`src/rtl/gshare_predictor_pkg.sv`:
```
// Shared types for the branch direction predictor: outcome encoding, indexing mode,
// predictor FSM states and the saturating event-counter helper.
package gshare_predictor_pkg;

  typedef enum logic {
    NOT_TAKEN = 1'b0,
    TAKEN     = 1'b1
  } BranchOutcome;

  typedef enum logic {
    PRED_BIMODAL = 1'b0,
    PRED_GSHARE  = 1'b1
  } PredMode;

  typedef enum logic {
    BP_INIT  = 1'b0,
    BP_READY = 1'b1
  } BpState;

  localparam logic [31:0] COUNT_MAX = 32'hFFFF_FFFF;

  // Event counters stick at all-ones instead of wrapping back to zero.
  function automatic logic [31:0] sat_inc32(input logic [31:0] value);
    logic [31:0] result;
    if (value == COUNT_MAX) begin
      result = value;
    end else begin
      result = value + 32'd1;
    end
    return result;
  endfunction

endpackage

```
`src/rtl/gshare_predictor_bp_counter_table.sv`:
```
// Table of 2^IDX_W saturating counters: one asynchronous prediction read port and one
// synchronous write port that either loads the weakly-taken value or trains an entry.
module bp_counter_table
  import gshare_predictor_pkg::*;
#(
  parameter int IDX_W = 10,
  parameter int CTR_W = 2
) (
  input  logic             clk,
  input  logic [IDX_W-1:0] rd_idx,
  output logic [CTR_W-1:0] rd_ctr,
  input  logic             wr_en,
  input  logic             wr_init,
  input  logic [IDX_W-1:0] wr_idx,
  input  logic             wr_taken
);

  localparam int DEPTH = 1 << IDX_W;
  localparam logic [CTR_W-1:0] WEAK_TAKEN = {1'b1, {(CTR_W-1){1'b0}}};
  localparam logic [CTR_W-1:0] CTR_ONE    = CTR_W'(1);
  localparam logic [CTR_W-1:0] CTR_MAX    = {CTR_W{1'b1}};
  localparam logic [CTR_W-1:0] CTR_MIN    = {CTR_W{1'b0}};

  logic [CTR_W-1:0] mem [DEPTH];
  logic [CTR_W-1:0] wr_cur;
  logic [CTR_W-1:0] wr_next;

  assign rd_ctr = mem[rd_idx];
  assign wr_cur = mem[wr_idx];

  // Training is a read-modify-write of the entry being written; the prediction port
  // always sees the pre-update contents in the same cycle.
  always_comb begin
    wr_next = wr_cur;
    if (wr_init) begin
      wr_next = WEAK_TAKEN;
    end else if (wr_taken == TAKEN) begin
      if (wr_cur != CTR_MAX) begin
        wr_next = wr_cur + CTR_ONE;
      end
    end else begin
      if (wr_cur != CTR_MIN) begin
        wr_next = wr_cur - CTR_ONE;
      end
    end
  end

  always_ff @(posedge clk) begin
    if (wr_en) begin
      mem[wr_idx] <= wr_next;
    end
  end

endmodule

```
`src/rtl/gshare_predictor.sv`:
```
// Bimodal/gshare branch direction predictor: init sweep FSM, non-speculative global
// history, index hash and resolved/mispredicted branch counters around the counter table.
module gshare_predictor
  import gshare_predictor_pkg::*;
#(
  parameter int IDX_W  = 10,
  parameter int CTR_W  = 2,
  parameter int HIST_W = 8,
  parameter int MODE   = 1,
  parameter int ADDR_W = 32
) (
  input  logic              clk,
  input  logic              rst,
  input  logic              i_req_valid,
  input  logic [ADDR_W-1:0] i_req_pc,
  input  logic [ADDR_W-1:0] i_req_target,
  output logic              o_req_prediction,
  output logic [HIST_W-1:0] o_req_history,
  input  logic              i_fb_valid,
  input  logic [ADDR_W-1:0] i_fb_pc,
  input  logic [HIST_W-1:0] i_fb_history,
  input  logic              i_fb_prediction,
  input  logic              i_fb_outcome,
  output logic              o_ready,
  output logic [31:0]       o_fb_count,
  output logic [31:0]       o_mispred_count
);

  localparam bit USE_HIST = (MODE == int'(PRED_GSHARE));
  localparam logic [IDX_W-1:0] PTR_ONE = IDX_W'(1);

  BpState            state;
  BpState            state_next;
  logic [IDX_W-1:0]  init_ptr;
  logic [HIST_W-1:0] ghr;
  logic [HIST_W-1:0] ghr_shifted;
  logic [31:0]       fb_count;
  logic [31:0]       mispred_count;

  logic              ready;
  logic              train_en;
  logic              tbl_we;
  logic              tbl_init;
  logic [IDX_W-1:0]  req_idx;
  logic [IDX_W-1:0]  fb_idx;
  logic [IDX_W-1:0]  wr_idx;
  logic [CTR_W-1:0]  req_ctr;
  logic              unused_bits;

  function automatic logic [IDX_W-1:0] hash_idx(input logic [ADDR_W-1:0] pc,
                                                input logic [HIST_W-1:0] hist);
    logic [IDX_W-1:0] mix;
    mix = USE_HIST ? IDX_W'(hist) : '0;
    return pc[IDX_W+1:2] ^ mix;
  endfunction

  assign req_idx = hash_idx(i_req_pc, ghr);
  assign fb_idx  = hash_idx(i_fb_pc, i_fb_history);

  // Request valid and target only matter to the surrounding pipeline.
  assign unused_bits = ^{i_req_valid, i_req_target, i_req_pc, i_fb_pc, req_ctr};

  always_ff @(posedge clk) begin
    if (rst) begin
      state <= BP_INIT;
    end else begin
      state <= state_next;
    end
  end

  always_comb begin
    state_next = state;
    case (state)
      BP_INIT:  if (init_ptr == '1) state_next = BP_READY;
      BP_READY: state_next = BP_READY;
      default:  state_next = BP_INIT;
    endcase
  end

  // The single table write port belongs to the sweep in INIT and to training in READY.
  always_comb begin
    ready    = 1'b0;
    tbl_we   = 1'b0;
    tbl_init = 1'b0;
    wr_idx   = fb_idx;
    case (state)
      BP_INIT: begin
        tbl_we   = 1'b1;
        tbl_init = 1'b1;
        wr_idx   = init_ptr;
      end
      BP_READY: begin
        ready  = 1'b1;
        tbl_we = i_fb_valid;
      end
      default: begin
        ready = 1'b0;
      end
    endcase
  end

  assign train_en = ready & i_fb_valid;

  always_ff @(posedge clk) begin
    if (rst) begin
      init_ptr <= '0;
    end else if (state == BP_INIT) begin
      init_ptr <= init_ptr + PTR_ONE;
    end
  end

  generate
    if (HIST_W == 1) begin : g_hist_one
      assign ghr_shifted = i_fb_outcome;
    end else begin : g_hist_many
      assign ghr_shifted = {ghr[HIST_W-2:0], i_fb_outcome};
    end
  endgenerate

  // History is only updated from resolved branches, so it never needs repair.
  always_ff @(posedge clk) begin
    if (rst) begin
      ghr           <= '0;
      fb_count      <= '0;
      mispred_count <= '0;
    end else if (train_en) begin
      ghr      <= ghr_shifted;
      fb_count <= sat_inc32(fb_count);
      if (i_fb_prediction != i_fb_outcome) begin
        mispred_count <= sat_inc32(mispred_count);
      end
    end
  end

  bp_counter_table #(
    .IDX_W (IDX_W),
    .CTR_W (CTR_W)
  ) u_table (
    .clk      (clk),
    .rd_idx   (req_idx),
    .rd_ctr   (req_ctr),
    .wr_en    (tbl_we),
    .wr_init  (tbl_init),
    .wr_idx   (wr_idx),
    .wr_taken (i_fb_outcome)
  );

  assign o_ready          = ready;
  assign o_req_prediction = ready ? req_ctr[CTR_W-1] : TAKEN;
  assign o_req_history    = ready ? ghr : '0;
  assign o_fb_count       = fb_count;
  assign o_mispred_count  = mispred_count;

endmodule
```
`config.mk`:
```
export PLATFORM = sky130hd
export DESIGN_NAME = gshare_predictor
export DESIGN_NICKNAME = d
export VERILOG_FILES = /design/src/rtl/gshare_predictor_pkg.sv /design/src/rtl/gshare_predictor_bp_counter_table.sv /design/src/rtl/gshare_predictor.sv
export SDC_FILE = /design/constraint.sdc
export NUM_CORES = 2
export LEC_CHECK = 0
export CAP_MARGIN = 0
export CORE_AREA = 2 2 466 468
export DETAILED_ROUTE_END_ITERATION = 16
export DIE_AREA = 0 0 468 470
export PLACE_DENSITY_LB_ADDON = 0.25
export RECOVER_POWER = 50
export SLEW_MARGIN = 10
export SYNTH_ARGS = -nofsm -noshare
export SYNTH_HDL_FRONTEND = slang
export SYNTH_SLANG_ARGS = --single-unit
```
`constraint.sdc`:
```
create_clock -name clk -period 55.8 [get_ports clk]
set_clock_uncertainty 0.2 [all_clocks]
set_input_delay 13.95 -clock clk [delete_from_list [all_inputs] [get_ports clk]]
set_output_delay 13.95 -clock clk [all_outputs]
set_load 0.02 [all_outputs]
```
Word level (Yosys, flattened, before mapping)
Memory sizes are Yosys's and may differ from the RTL's.
Cells that the tools add are included.
Word-level totals
  flip-flop bits (word level): 83
  RAM bits: 2048
  input bits: 110
  output and inout port bits: 74
  word-level logic and storage cells: 38
  memories kept: 1
Cells by class
  add/subtract/negate cells: 5
  eq/ne operators: 5
  multiplexer cells: 13
  bitwise operators: 6
  reduce and logical (&&, ||, !) cells: 3
Memory list
  u_table.mem: depth 1024, width 2, rd ports 2, clocked after Yosys merged registers in 0, write ports 1, RTL line gshare_predictor_bp_counter_table.sv:24  | logic [CTR_W-1:0] mem [DEPTH];
Operators with widths (number)
  32-bit by 1-bit adder with 32-bit output, second input constant: 2
  32-bit == test, second input constant: 2
  10-bit by 8-bit bitwise XOR with 10-bit output: 2
  10-bit by 1-bit adder with 10-bit output, second input constant: 1
  10-bit == test, second input constant: 1
  10-bit two-way mux: 1
  2-bit two-way mux: 4
  8-bit two-way mux: 1
  1-bit two-way mux: 5
  1-bit case mux with 2 select lines: 2
  1-bit inverter: 3
  3-bit AND reduction: 1
  2-bit by 1-bit adder with 2-bit output, second input constant: 1
  2-bit inequality test, second input constant: 1
  2-bit AND reduction: 1
  2-bit nonzero test: 1
  2-bit by 1-bit subtractor with 2-bit output, second input constant: 1
  1-bit bitwise AND: 1
  1-bit inequality test: 1

Logic depth before layout (Yosys ltp)
An unclocked memory read counts as a cell.
  depth in word-level cells: 7
  gate-level depth with buffers: 18
  depth with buffers taken out: 11

Cells and area by module
A second synthesis with hierarchy kept.
Unflattened totals
  cells, all modules: 6799
  area, all modules: 103391.7 µm²
By module, submodules not included
  bp_counter_table: times used 1, cells an instance 6258, area each 99050.0 µm², sequential area each 61499.0 µm²
  gshare_predictor: times used 1, cells an instance 541, area each 4341.7 µm², sequential area each 1661.6 µm²

Least setup slack after synthesis
OpenSTA, ideal clock, no wires.
  kind: input to register
  from: input port i_fb_history[1]
  to: memory u_table.mem[0][0] (data pin)
  setup time: 5.495 ns
  arrival time: 42.924 ns
  data required time: 50.105 ns
  setup slack: 7.180 ns
  stages: 14
  path buffers: 4
  cell sequence: xor2_1 a21o_1 buf_2 buf_2 buf_2 buf_1 mux4_2 a22oi_1 nand4_1 a22oi_1 a21boi_0 nor4_2 nand2_1 o211ai_1
On the way
  cells in the longest elaborated chain, start to end: 7
  elaborated cells on any way between the ends: 11
  those cells by class: add/sub (2); eq/ne (1); mux (5); bitwise (1); reduce/logical (1); memory (1)
Ends and longest elaborated chain
  from (decl): RTL line gshare_predictor.sv:21  | input logic [HIST_W-1:0] i_fb_history,
  10-bit by 8-bit bitwise XOR with 10-bit output *: RTL line gshare_predictor.sv:54  | return pc[IDX_W+1:2] ^ mix;
  10-bit two-way mux *: RTL line gshare_predictor.sv:86  | case (state)
  memory read 1024 x 2 bit *
  2-bit by 1-bit subtractor with 2-bit output (tied with other cells): RTL line gshare_predictor_bp_counter_table.sv:43  | wr_next = wr_cur - CTR_ONE;
  2-bit two-way mux (on tied branches): RTL line gshare_predictor_bp_counter_table.sv:42, gshare_predictor_bp_counter_table.sv:38
  2-bit two-way mux *: RTL line gshare_predictor_bp_counter_table.sv:37  | end else if (wr_taken == TAKEN) begin
  2-bit two-way mux *: RTL line gshare_predictor_bp_counter_table.sv:35  | if (wr_init) begin
  via u_table.wr_next[0]: RTL line gshare_predictor_bp_counter_table.sv:26  | logic [CTR_W-1:0] wr_next;
  to (decl): RTL line gshare_predictor_bp_counter_table.sv:24
The timed path passes the listed nets; every way through them passes the cells marked *.

Worst setup path in the final report
  from: input port i_req_pc[2]
  to: output port o_req_prediction
On the way
  cells in the longest elaborated chain, start to end: 3
Ends and longest elaborated chain
  from (decl): RTL line gshare_predictor.sv:15  | input logic [ADDR_W-1:0] i_req_pc,
  10-bit by 8-bit bitwise XOR with 10-bit output: RTL line gshare_predictor.sv:54
  memory read 1024 x 2 bit
  1-bit two-way mux: RTL line gshare_predictor.sv:149  | assign o_req_prediction = ready ? req_ctr[CTR_W-1] : TAKEN;
  to (decl): RTL line gshare_predictor.sv:17  | output logic o_req_prediction,
No other way between the ends.

==> impl_results.md <==
- CP bufs+invs: 5
- First-pass GRT wire length: between 400,000 and 500,000 um
- Final WL: 311,000 um
- Main synth FF type: edfxtp_1
- Syn_nets: around 7,500
- Synth Cell Area: 0.0963 mm^2
- Net count, final: about 7,400
- Post-synthesis compound-gate area fraction: 0.0566
- Clk_lat worst skew: 0.88 ns
- Worst path cell trace: clkdlybuf4s50_1 -> xor2_4 -> buf_4 -> buf_12 -> buf_4 -> mux4_2 -> mux4_2 -> mux4_2 -> mux2i_1 -> nand2_1 -> o2111ai_1 -> o211ai_1 -> clkdlybuf4s50_1
- P&R area growth vs syn: 10.3%
- Most frequent cell after synthesis: edfxtp_1
- Mux cell area share after synthesis: 0.118
- Placed cell area: between 0.09 and 0.1 mm^2
- Largest family of logic cells by synthesized area: simple AND/OR/NAND/NOR gates
- Kind of end point of the critical path: primary output
- Simple-gate share of the synthesized area: 0.133
- Synth unique cells: 56
- Fin area: around 0.11 mm^2
- Number of global-route vias before repair: 63,300
- Max_slew headroom: -4.74
- Die Height: between 400 and 500 um
- Top post-synthesis cells by count: 2,048 x edfxtp_1, 1,436 x nand2_1, 1,127 x nor2_1
- Sw Ratio: 0.231
- Port bufs: around 110
- Register area: between 0.06 and 0.07 mm^2
- Post-synthesis xor/xnor area fraction: 0.00745
- Clock Power Share: 0.416
- DP Wirelength: 165,000 um
- CTS Buf Count: ~210
- Resize count post-CTS: 0
- # DRC: 0
- Clk sinks: approximately 2,100
- Share of post-route cells with drive strength above 1: 0.117
- Drt pass-1 iters: 6
- Share of the synthesized area in the top cell type: 0.639
- Filler Cell Count: about 19,000
- Grt ovf: 0
- Hold WC Path Type: reg2reg
- Crit path time final: around 35 ns
- Period Utilization, post-route: 0.619
- Slowest CP cell: buf_4
- Routability Congestion: 0.840
- Area of the multi-input gates: between 0.03 and 0.04 mm^2
- Tightest Pin Transition: 8.61 ns
- Syn Area/Cell: 13.0 um^2
- Largest delay share family, worst path: buffers and inverters
- Logic pwr share: 0.075
- Total negative slack: 0 ns
- Via/cell ratio: 6.37
- FFs w/ async S/R, synth: 0
- Core Box Area: 0.216 mm^2
- WP data required: 41.65 ns
- Sequential element share of the synthesized area: 0.656
- F_max: slightly below 30 MHz
- Starting Density: 0.446
- FP Rows: ~170
- CP Launch Type: input port
- Power, Total: approximately 3400 uW
- Status: complete, but fails checks
- Power per Cell Area: around 32 mW/mm^2
- Die X: around 470 um
- DR WL/cell: between 30 and 40 um
- WP data arrival: roughly 20 ns
- Initial antenna violation count: 15
- Yosys warns: 0
- CTS tree: done
- CTS Hold Buffers Added: 0
- CP max stage delay: approximately 0.89 ns
- Cell taking the most area after synthesis: edfxtp_1
- Post-CTS setup buffer count: 0
- Seq pwr share: 0.510
- Final ANT Viol Nets: 0
- CP dominant cell by count: mux4_2
- Number of synthesized flops with an enable pin: between 2,000 and 2,500
- Max-slew violation count: about 1,700
- Register bit total from synthesis: between 2,000 and 2,500
- Largest net degree at the start of global routing: about 180
- Clock Tree Buf Depth: 3
- Synth Area in Adders: 0.000390
- Via count: about 66,000
- CTS Root Cell: clkbuf_16
- Max Cap Viol: a little over 50
- Kind of critical path: in2out
- Cell count after synthesis: 7,427
- Largest fanout on the critical path: 92
- Internal Power: about 2600 uW
- Static Leak: ~0.034 uW
- RSZ-0062 raised after global routing: no
- Die footprint: 0.220 mm^2
- Sw Pwr: approximately 780 uW
- Leading post-synthesis cells by cell area: edfxtp_1 64%, mux4_2 9.7%, nand2_1 5.6%, nor2_1 4.4%, nand3_1 2.2%
- IO Pins: around 180
- Violated checks: max-capacitance violations, max-slew violations
- Setup Viol. Count Final: 0
- Final count of hold timing violations: 0
- Htree depth: 4
- Reg clk slew, reported paths: around 0.060 ns
- Max VDD drop: ~0.000033 V
- GRT Total Usage: 0.279
- Drt initial violations: around 9,600
[logic make-up after synthesis]
group	Yosys count
flops	2131
simple gates	3146
xor+xnor	81
buf+inv	644
compound gates	809
mux	613
fa+ha+maj	3
[worst paths after layout]
kind,cells past startpoint,startpoint,to,slack [ns]
setup / recovery,13,i_req_pc[2],o_req_prediction,21.25
hold / removal,2,o_mispred_count[30]$_SDFFE_PP0P_,o_mispred_count[30]$_SDFFE_PP0P_,0.30
setup reg to reg,20,state$_SDFF_PP0_,u_table.mem[735][0]$_DFFE_PP_,33.28
hold reg to reg,2,o_mispred_count[30]$_SDFFE_PP0P_,o_mispred_count[30]$_SDFFE_PP0P_,0.30
[flip-flops by register name, indices dropped and copies added (netlist names)]
signal           cells
o_fb_count          32
u_table.mem       2048
o_mispred_count     32
ghr                  8
init_ptr            10
state                1
[worst reg2reg max path, delay by kind of cell, from the launching register on]
family | cells | cell delay [ns]
compound gates | 6 | 1.65
buf+inv | 10 | 18.33
flops | 1 | 0.32
simple gates | 4 | 1.59
[final cells by class]
class | count | area share
flip-flops and latches | 2131 | 0.595
well taps | 2854 | 0.0336
diodes | 2 | 0.0000471
inverters | 20 | 0.000707
clock inverters | 135 | 0.0106
repair buffers | 250 | 0.0200
multi-input cells | 4652 | 0.288
clock buffers | 255 | 0.0525
[metrics by stage]
step | setup WS [ns] | util | cells | hold WS [ns]
after global placement | 21.21 | 0.463 | 9907 | 0.280
after global routing | 20.93 | 0.492 | 10300 | 0.325
after floorplan | 7.18 | - | 7427 | 0.256
after detailed placement | 21.24 | 0.463 | 9907 | 0.300
final | 21.25 | 0.492 | 10300 | 0.304
after CTS | 21.24 | 0.494 | 10300 | 0.310
[power groups by stage]
stage,clock network (uW),registers [uW],logic [uW]
5_1_grt,1480,1730,265
3_3_place_gp,0,1760,245
3_5_place_dp,0,1760,245
6_report,1410,1730,253
2_1_floorplan,0,1760,165
4_1_cts,1420,1730,246
[placed cells by master (no fill, tap or decap), types with 105 or more instances in the layout]
| cell | n |
|---|---|
| a21oi_1 | 261 |
| a22oi_1 | 196 |
| a31oi_1 | 132 |
| a32oi_1 | 112 |
| buf_4 | 105 |
| clkbuf_16 | 217 |
| edfxtp_1 | 2048 |
| mux2i_1 | 197 |
| mux4_2 | 414 |
| nand2_1 | 1426 |
| nand3_1 | 417 |
| nor2_1 | 1120 |
[metal layers]
metal  routed length (um)  track usage  up-vias
met3                34600       0.0601      694
met1               119000        0.384    33400
met5                   95            0        -
met4                15300        0.125       14
li1                     -            -    27400
met2               142000        0.425     4098
Note: power is estimated with default switching activity, not from simulation.
